<file path="src/rtl/mvau_defn.sv">
// Shared MVAU definitions: sequencing state and folding-factor helpers,
// used by the input-buffer controller and the weight-memory controller.
package mvau_defn;

    typedef enum logic [0:0] {
        FILL   = 1'b0,
        REPLAY = 1'b1
    } mvau_state_e;

    // Synapse fold: stream words per input vector
    function automatic int calc_sf(input int matrix_w, input int simd);
        return matrix_w / simd;
    endfunction

    // Neuron fold: number of PE row groups
    function automatic int calc_nf(input int matrix_h, input int pe);
        return matrix_h / pe;
    endfunction

    // Counter width that stays at least one bit for a single-value range
    function automatic int cnt_width(input int n);
        return (n > 1) ? $clog2(n) : 1;
    endfunction

endpackage

</file>
<file path="src/rtl/mvau_wrap_cnt.sv">
// Modulo-MAX counter: counts 0..MAX-1 on en and wraps back to zero.
module mvau_wrap_cnt
    import mvau_defn::*;
#(
    parameter  int MAX = 4,
    localparam int W   = cnt_width(MAX)
) (
    input  logic         clk,
    input  logic         rst_n,
    input  logic         en,
    output logic [W-1:0] cnt,
    output logic         at_last
);

    localparam logic [W-1:0] LAST = W'(MAX - 1);

    logic [W-1:0] cnt_d;
    logic [W-1:0] cnt_q;

    // Next count: advance on enable, wrap after the last value
    always_comb begin
        cnt_d = cnt_q;
        if (en) begin
            if (cnt_q == LAST) begin
                cnt_d = {W{1'b0}};
            end else begin
                cnt_d = cnt_q + W'(1'b1);
            end
        end else begin
            cnt_d = cnt_q;
        end
    end

    // Count register with synchronous active-low reset
    always_ff @(posedge clk) begin
        if (!rst_n) begin
            cnt_q <= {W{1'b0}};
        end else begin
            cnt_q <= cnt_d;
        end
    end

    assign cnt     = cnt_q;
    assign at_last = (cnt_q == LAST);

endmodule

</file>
<file path="src/rtl/mvau_inp_buf_ctrl.sv">
// MVAU input-activation buffer sequencer. The first pass of a vector is
// forwarded from the input stream and written to the buffer; the remaining
// NF-1 passes are replayed from the buffer. All outputs are combinational
// decodes of the registered state so the controller adds no latency.
module mvau_inp_buf_ctrl
    import mvau_defn::*;
#(
    parameter  int MatrixW  = 20,
    parameter  int MatrixH  = 20,
    parameter  int SIMD     = 2,
    parameter  int PE       = 2,
    localparam int SF       = calc_sf(MatrixW, SIMD),
    localparam int NF       = calc_nf(MatrixH, PE),
    localparam int BUF_ADDR = $clog2(SF),
    localparam int NF_W     = cnt_width(NF)
) (
    input  logic                clk,
    input  logic                rst_n,
    input  logic                in_v,
    output logic                in_rdy,
    input  logic                out_rdy,
    output logic                out_v,
    output logic                write_en,
    output logic                read_en,
    output logic [BUF_ADDR-1:0] addr,
    output logic                sf_first,
    output logic                sf_last,
    output logic [NF_W-1:0]     nf_idx,
    output logic                vec_done
);

    localparam bit MULTI_NF = (NF > 1);

    mvau_state_e         state_q;
    mvau_state_e         state_d;
    logic                xfer_s;
    logic [BUF_ADDR-1:0] sf_cnt_s;
    logic                sf_last_s;
    logic [NF_W-1:0]     nf_cnt_s;
    logic                nf_last_s;

    // Word position within the vector; advances on every transfer
    mvau_wrap_cnt #(.MAX(SF)) u_sf_cnt (
        .clk     (clk),
        .rst_n   (rst_n),
        .en      (xfer_s),
        .cnt     (sf_cnt_s),
        .at_last (sf_last_s)
    );

    // Row-group index; advances when the last word of a pass transfers
    mvau_wrap_cnt #(.MAX(NF)) u_nf_cnt (
        .clk     (clk),
        .rst_n   (rst_n),
        .en      (xfer_s && sf_last_s),
        .cnt     (nf_cnt_s),
        .at_last (nf_last_s)
    );

    // State register; reset discards any partially filled vector
    always_ff @(posedge clk) begin
        if (!rst_n) begin
            state_q <= FILL;
        end else begin
            state_q <= state_d;
        end
    end

    // Next state: leave FILL after the last stored word, return after the last replay
    always_comb begin
        state_d = state_q;
        case (state_q)
            FILL: begin
                if (xfer_s && sf_last_s && MULTI_NF) begin
                    state_d = REPLAY;
                end else begin
                    state_d = FILL;
                end
            end
            REPLAY: begin
                if (xfer_s && sf_last_s && nf_last_s) begin
                    state_d = FILL;
                end else begin
                    state_d = REPLAY;
                end
            end
            default: state_d = FILL;
        endcase
    end

    // Handshake and buffer-port decode; write only when the word is also forwarded
    always_comb begin
        in_rdy   = 1'b0;
        out_v    = 1'b0;
        write_en = 1'b0;
        read_en  = 1'b0;
        case (state_q)
            FILL: begin
                in_rdy   = out_rdy;
                out_v    = in_v;
                write_en = in_v && out_rdy;
                read_en  = 1'b0;
            end
            REPLAY: begin
                in_rdy   = 1'b0;
                out_v    = 1'b1;
                write_en = 1'b0;
                read_en  = 1'b1;
            end
            default: begin
                in_rdy   = 1'b0;
                out_v    = 1'b0;
                write_en = 1'b0;
                read_en  = 1'b0;
            end
        endcase
    end

    assign xfer_s   = out_v && out_rdy;
    assign addr     = sf_cnt_s;
    assign sf_first = (sf_cnt_s == {BUF_ADDR{1'b0}});
    assign sf_last  = sf_last_s;
    assign nf_idx   = nf_cnt_s;
    assign vec_done = xfer_s && sf_last_s && nf_last_s;

endmodule

</file>
<file path="config.mk">
export PLATFORM = sky130hd
export DESIGN_NAME = mvau_inp_buf_ctrl
export DESIGN_NICKNAME = d
export VERILOG_FILES = /design/src/rtl/mvau_defn.sv /design/src/rtl/mvau_wrap_cnt.sv /design/src/rtl/mvau_inp_buf_ctrl.sv
export SDC_FILE = /design/constraint.sdc
export NUM_CORES = 1
export LEC_CHECK = 0
export CORE_AREA = 5 5 42 44
export CTS_CLUSTER_SIZE = 16
export DETAILED_ROUTE_END_ITERATION = 12
export DIE_AREA = 0 0 47 49
export GPL_TIMING_DRIVEN = 0
export PLACE_DENSITY = 0.77
export SYNTH_ARGS = -nofsm -noshare
export SYNTH_HDL_FRONTEND = slang
export SYNTH_SLANG_ARGS = --single-unit
</file>
<file path="constraint.sdc">
create_clock -name clk -period 2 [get_ports clk]
set_clock_uncertainty 0.1 [all_clocks]
set_input_delay 0.4 -clock clk [delete_from_list [all_inputs] [get_ports clk]]
set_output_delay 0.4 -clock clk [all_outputs]
set_load 0.1 [all_outputs]
</file>
* After elaboration in Yosys (flattened, before gate mapping) *
Cells that the tools add are included.

storage, ports and cells
  output and inout port bits = 15
  bits in registers = 9

operators by class
  multiplexer cells = 9
  reduce and logical (&&, ||, !) cells = 5
  add/sub/neg operators = 2
  bitwise operators = 1
  equality and inequality tests = 2

operator list
  operator               count
  $pmux W1 S2            5
  $add A4 B1 Y4 const B  2
  $eq A4 B4 Y1 const B   2
  $mux W4                2
  $logic_and A1 B1 Y1    4
  $logic_not A4 Y1       1
  $mux W1                2
  $not A1 Y1             1

* Logic depth before layout (Yosys ltp) *
  depth in word-level cells = 7
  depth in mapped cells = 5
  gate-level depth less buffers = 4

* Modules after synthesis *
From an unflattened synthesis, not the netlist that was laid out.

unflattened totals
  cells, all modules = 51
  area total of the unflattened synthesis = 466.7 um^2

by module, submodules not included
  module             instances  cells an instance  area each (um^2)  sequential area each (um^2)
  mvau_wrap_cnt      2          20                 190.2             80.1
  mvau_inp_buf_ctrl  1          11                 86.3              20.0

* Worst setup path before layout *
OpenSTA, ideal clock, no wires.

  kind = register to output
  from = register u_sf_cnt.cnt_q[3] (netlist: u_sf_cnt.cnt[3])
  to = output port vec_done
  arrival = 4,328 ps
  slack = -2,828 ps
  data required time = 1,500 ps
  stages on the path, launching flop included = 4
  cell sequence = dfxtp_1 nand4bb_1 buf_2 nor4_1

on the way
  longest elaborated chain between the ends = 3

ends and longest elaborated chain
  element                            RTL line                  text
  start, declared                    mvau_wrap_cnt.sv:18       logic [W-1:0] cnt_q;
  start signal, assigned             mvau_wrap_cnt.sv:37       cnt_q <= {W{1'b0}};
  start signal, assigned             mvau_wrap_cnt.sv:39       cnt_q <= cnt_d;
  $eq A4 B4 Y1                       mvau_wrap_cnt.sv:44       assign at_last = (cnt_q == LAST);
  $logic_and A1 B1 Y1 (2 in series)  mvau_inp_buf_ctrl.sv:124  assign vec_done = xfer_s && sf_last_s && nf_last_s;
  end, declared                      mvau_inp_buf_ctrl.sv:29   output logic vec_done

No other way between the ends.

* Final worst setup path *
  from = register u_nf_cnt.cnt_q[0] (netlist: u_nf_cnt.cnt[0])
  to = output port nf_idx[0]

RTL lines
  element                 RTL line                 text
  start, declared         mvau_wrap_cnt.sv:18
  start signal, assigned  mvau_wrap_cnt.sv:37
  start signal, assigned  mvau_wrap_cnt.sv:39
  end, declared           mvau_inp_buf_ctrl.sv:28  output logic [NF_W-1:0] nf_idx,

No word-level cell between the ends.

==> results.md <==
Worst setup path:
- The startpoint type of the worst setup path is a flip-flop.
- STA puts the critical path data required time at roughly 1500 ps.
- The class of the most critical setup path is reg -> out.
- The setup slack on the worst flop-to-flop path is 470 ps.
- Along the worst path, the maximum fanout reaches 4.
- The kind of end point of the critical path is a primary output.
- The largest stage delay on the critical path is between 800 and 900 ps.
- The critical path goes through clkdlybuf4s15_1.
- Counting both buffers and inverters, the worst setup path holds a total of 1.
- For the worst setup path, the data arrival time is 1440 ps.
- The kind of cell with the highest combined delay along the critical path is buffers and inverters.
- The largest individual stage delay along the critical path comes from the cell sky130_fd_sc_hd__clkdlybuf4s15_1.

Synth:
- The xor and xnor area share after synthesis is 0.0359.
- The area share of the largest cell type after synthesis is 0.369.
- The distinct cell type count after synthesis is 28.
- The count of yosys warnings during synthesis is 0.
- By instance count, the leading cell after synthesis is sky130_fd_sc_hd__dfxtp_1.
- The post-synthesis register bit count is 9.
- The post-synthesis instance area is around 490 sq um.
- The fraction of registers with async set/reset is 0.
- Of all cell types, the one taking the most synthesized area is sky130_fd_sc_hd__dfxtp_1.
- Ranked by total cell area, the synthesized netlist is headed by sky130_fd_sc_hd__dfxtp_1 37%, sky130_fd_sc_hd__a21oi_1 4.1%, sky130_fd_sc_hd__o21ai_0 4.1%, sky130_fd_sc_hd__nor2b_1 3.8%, sky130_fd_sc_hd__nand4b_1 3.6%.
- The synthesized design contains 0 enable-type register cells.
- The complex-gate fraction of the synthesized area is 0.272.
- The simple logic cell fraction of the synthesized area is 0.282.
- Counting instances in the post-synthesis netlist gives the leading cell types as 9 x sky130_fd_sc_hd__dfxtp_1, 4 x sky130_fd_sc_hd__a21oi_1, 4 x sky130_fd_sc_hd__inv_1, 4 x sky130_fd_sc_hd__nand2_1, 4 x sky130_fd_sc_hd__o21ai_0.
- The net count after synthesis is just over 60.
- In the synthesized netlist the dominant register cell turns out to be sky130_fd_sc_hd__dfxtp_1.
- After synthesis, the mean cell area works out to 8.56 sq um.
- Of the synthesized area, sequential elements account for 0.369.
- Synthesis handed over a netlist of 57 instances.
- Measured against the total synthesized area, the mux share comes to 0.
- The largest family of logic cells by synthesized area is simple AND/OR/NAND/NOR gates.
- The post-synthesis share of cell area spent on full adders, half adders and majority gates is 0.

Pwr:
- The share of total power dissipated in sequential elements is 0.435.
- The internal power consumption is 0.000271 W.
- The relative contribution of combinational cells to total power is 0.229.
- The static leakage power is 0.269 nW.
- The worst IR drop on VDD is 0.321 mV.
- The net switching power is around 0.00015 W.
- The fraction of power spent switching nets is 0.352.
- The share of total power dissipated in the clock network is 0.337.
- The design draws 0.000418 W.
- For this design the ratio of total power to cell area is ~540 nW/um^2.

Timing:
- Setup repair after global routing could not meet its margin everywhere.
- The worst hold slack after final layout is slightly above 400 ps.
- The number of hold violations in the final report is 0.
- The fraction of the cycle the final worst path needs is 0.971.
- The number of setup violations in the final report is 0.
- The slew at the pin closest to its max-slew limit is approximately 950 ps.
- For the finished layout, the period the worst path requires is about 1900 ps.
- The worst slew margin relative to its limit is 0.371.
- The count of pins over their slew limit was 0.
- Across all setup checks in the final design, the least slack found is approximately 57 ps.
- The peak clock frequency supported by timing is about 510 MHz.

GRT:
- For met3 alone, demand over resource in global routing was 0.0295.
- After global routing, the most crowded layer is met1.
- In the global route stage, met1 resource usage came out at 0.180.
- For this run the aggregate overflow at the end of global routing stands at 0.
- In the global route stage, met2 resource usage came out at 0.152.
- The number of global-route vias before repair is between 400 and 500.
- In the global route stage, overall resource usage came out at 0.121.
- The number of antenna violations at the first check in global routing is 0.
- The first global-routing pass estimated 2100 um of wire.
- The pin count of the biggest net entering global routing is 11.

Place:
- Routability-driven placement finished with a final weighted congestion of roughly 0.69.
- Input and output buffers added on the ports amount to 18.
- At the placement stage, the worst setup path has a slack of -1030 ps.
- The HPWL after detailed placement is around 870 um.

Finish:
- The area added between synthesis and finish is 58.7%.
- At the end of the flow the core is filled with cells to 0.553.
- In the final layout, the share of cells above drive strength 1 is 0.405.
- After filler insertion, the fill cell instance count of the layout stands at around 150.
- Summing all multi-input logic gate instances after layout gives about 350 sq um.
- In the final design database the tool counted 84 nets.
- The repair_antennas step left the layout with diodes totalling 0.
- Registers take 209 sq um.

Clocking:
- The maximum buffer depth of the clock tree is 2.
- The number of clock sinks is 9.
- TritonCTS built the clock tree.
- The number of hold buffers added after CTS was 0.
- Counting the buffers created by CTS gives 3.
- After clock tree synthesis, the clock-pin slew on the worst setup and hold paths is around 60 ps.
- The CTS H-tree depth is 1.
- In this run the post-CTS setup repair buffer count came out at 0.
- The tree is rooted in a sky130_fd_sc_hd__clkbuf_4.
- The later pin in the worst-skew pair is clocked with a latency of 260 ps.

Routing:
- The via count of the routed design is slightly above 500.
- The number of violations reported at the end of detailed-routing iteration 0 is 8.
- In the final routed layout, each cell accounts on average for approximately 13 um.
- Wires add up to around 1300 um.
- The number of routed nets with antenna violations is 0.
- The final routed DRC violation total is 0.
- Using the TritonRoute via totals, the vias-per-cell ratio works out to roughly 5.4.
- The first detailed-routing pass took 4 iterations.

Floorplanning:
- The initial utilization of the core area, before any placement, comes to 0.348.
- The horizontal extent of the die is about 47 um.
- The height of the chip is approximately 50 um.
- Pin placement for this block handled 19 I/O pins.
- The die covers about 2300 sq um.
- The placeable core region is 1400 sq um.
- Row generation in the floorplan step produced 14 rows.

Job:
- The max-cap violation count is 0.

Hold path:
- The worst min-delay path category is reg -> reg.

Outcome:
- The run finished with clean final reports.
## kinds of logic (layout without fill, tap and decap cells)
logic type | Yosys count | after routing
AND/OR/NAND/NOR | 22 | 22
flip-flops | 9 | 9
buffers and inverters | 5 | 27
AO/OA/AOI/OAI | 19 | 19
XOR/XNOR | 2 | 2
## state kept, by name (all words and copies together) (netlist names)
signal and cells:
state_q 1, u_sf_cnt.cnt 4, u_nf_cnt.cnt 4
## cells in the final DEF, fill, tap and decap left out, types with 2 or more instances in the layout
cell type / netlist / final
sky130_fd_sc_hd__a21oi_1: 4 / 4
sky130_fd_sc_hd__buf_4: 0 / 4
sky130_fd_sc_hd__buf_6: 0 / 2
sky130_fd_sc_hd__clkbuf_2: 0 / 4
sky130_fd_sc_hd__clkbuf_4: 0 / 3
sky130_fd_sc_hd__clkdlybuf4s15_1: 0 / 2
sky130_fd_sc_hd__clkdlybuf4s15_2: 0 / 3
sky130_fd_sc_hd__dfxtp_2: 0 / 2
sky130_fd_sc_hd__dfxtp_4: 0 / 7
sky130_fd_sc_hd__dlygate4sd2_1: 0 / 2
sky130_fd_sc_hd__inv_1: 4 / 4
sky130_fd_sc_hd__nand2_1: 4 / 4
sky130_fd_sc_hd__nand4b_1: 2 / 2
sky130_fd_sc_hd__nor2_1: 3 / 3
sky130_fd_sc_hd__nor2b_1: 3 / 2
sky130_fd_sc_hd__nor4_4: 0 / 2
sky130_fd_sc_hd__o21a_1: 2 / 2
sky130_fd_sc_hd__o21ai_0: 4 / 4
sky130_fd_sc_hd__o31ai_1: 2 / 2
sky130_fd_sc_hd__or4_1: 2 / 2
## layer usage
layer / share of wire / wire length [um]
met2: 0.45 / 578
met1: 0.46 / 579
met4: 0.011 / 14
met5: 0 / 0
met3: 0.079 / 100
## worst register-to-register path: cells and delay by family (launching register included)
kind / cells / cell delay, ps
DFF: 1 / 370
buffers and inverters: 1 / 160
AOI/OAI and AO/OA: 1 / 150
and+or+nand+nor: 2 / 690
## area by class of cell
| type | count | share of cell area |
|---|---|---|
| Buffer | 1 | 0.0145 |
| Timing Repair Buffer | 18 | 0.191 |
| Sequential cell | 9 | 0.270 |
| Clock buffer | 4 | 0.0339 |
| Inverter | 4 | 0.0194 |
| Multi-Input combinational cell | 43 | 0.446 |
| Tap cell | 16 | 0.0258 |
## power by group through the flow
| stage | logic, W | registers, W | clock network, W |
|---|---|---|---|
| floorplan | 0.0000547 | 0.000202 | 0 |
| CTS | 0.0000985 | 0.000181 | 0.000145 |
| global placement | 0.000101 | 0.000185 | 0 |
| global route | 0.0000991 | 0.000182 | 0.000156 |
| finish | 0.0000957 | 0.000182 | 0.000141 |
| detailed placement | 0.000101 | 0.000185 | 0 |
## stage by stage
step / setup TNS (ps) / area (sq um) / cells
global placement: -4230 / 752 / 91
finish: 0 / 774 / 95
global route: -10.3 / 774 / 95
CTS: -16.0 / 797 / 95
floorplan: -523 / 552 / 57
detailed placement: -4250 / 752 / 91
## final timing paths
path	startpoint	cells after the start	to
worst max-delay path	u_nf_cnt.cnt[0]$_SDFFE_PN0P_	1	nf_idx[0]
worst min-delay path	u_nf_cnt.cnt[2]$_SDFFE_PN0P_	2	u_nf_cnt.cnt[2]$_SDFFE_PN0P_
worst max register to register	u_sf_cnt.cnt[2]$_SDFFE_PN0N_	4	u_nf_cnt.cnt[2]$_SDFFE_PN0P_
worst min register to register	u_nf_cnt.cnt[2]$_SDFFE_PN0P_	2	u_nf_cnt.cnt[2]$_SDFFE_PN0P_
## timing repair
action,in CTS,in global routing
pin swaps,0,1
cloned,0,0
setup endpoints to repair,15,8
resized for setup,57,9
Note: power is estimated with default switching activity, not from simulation.
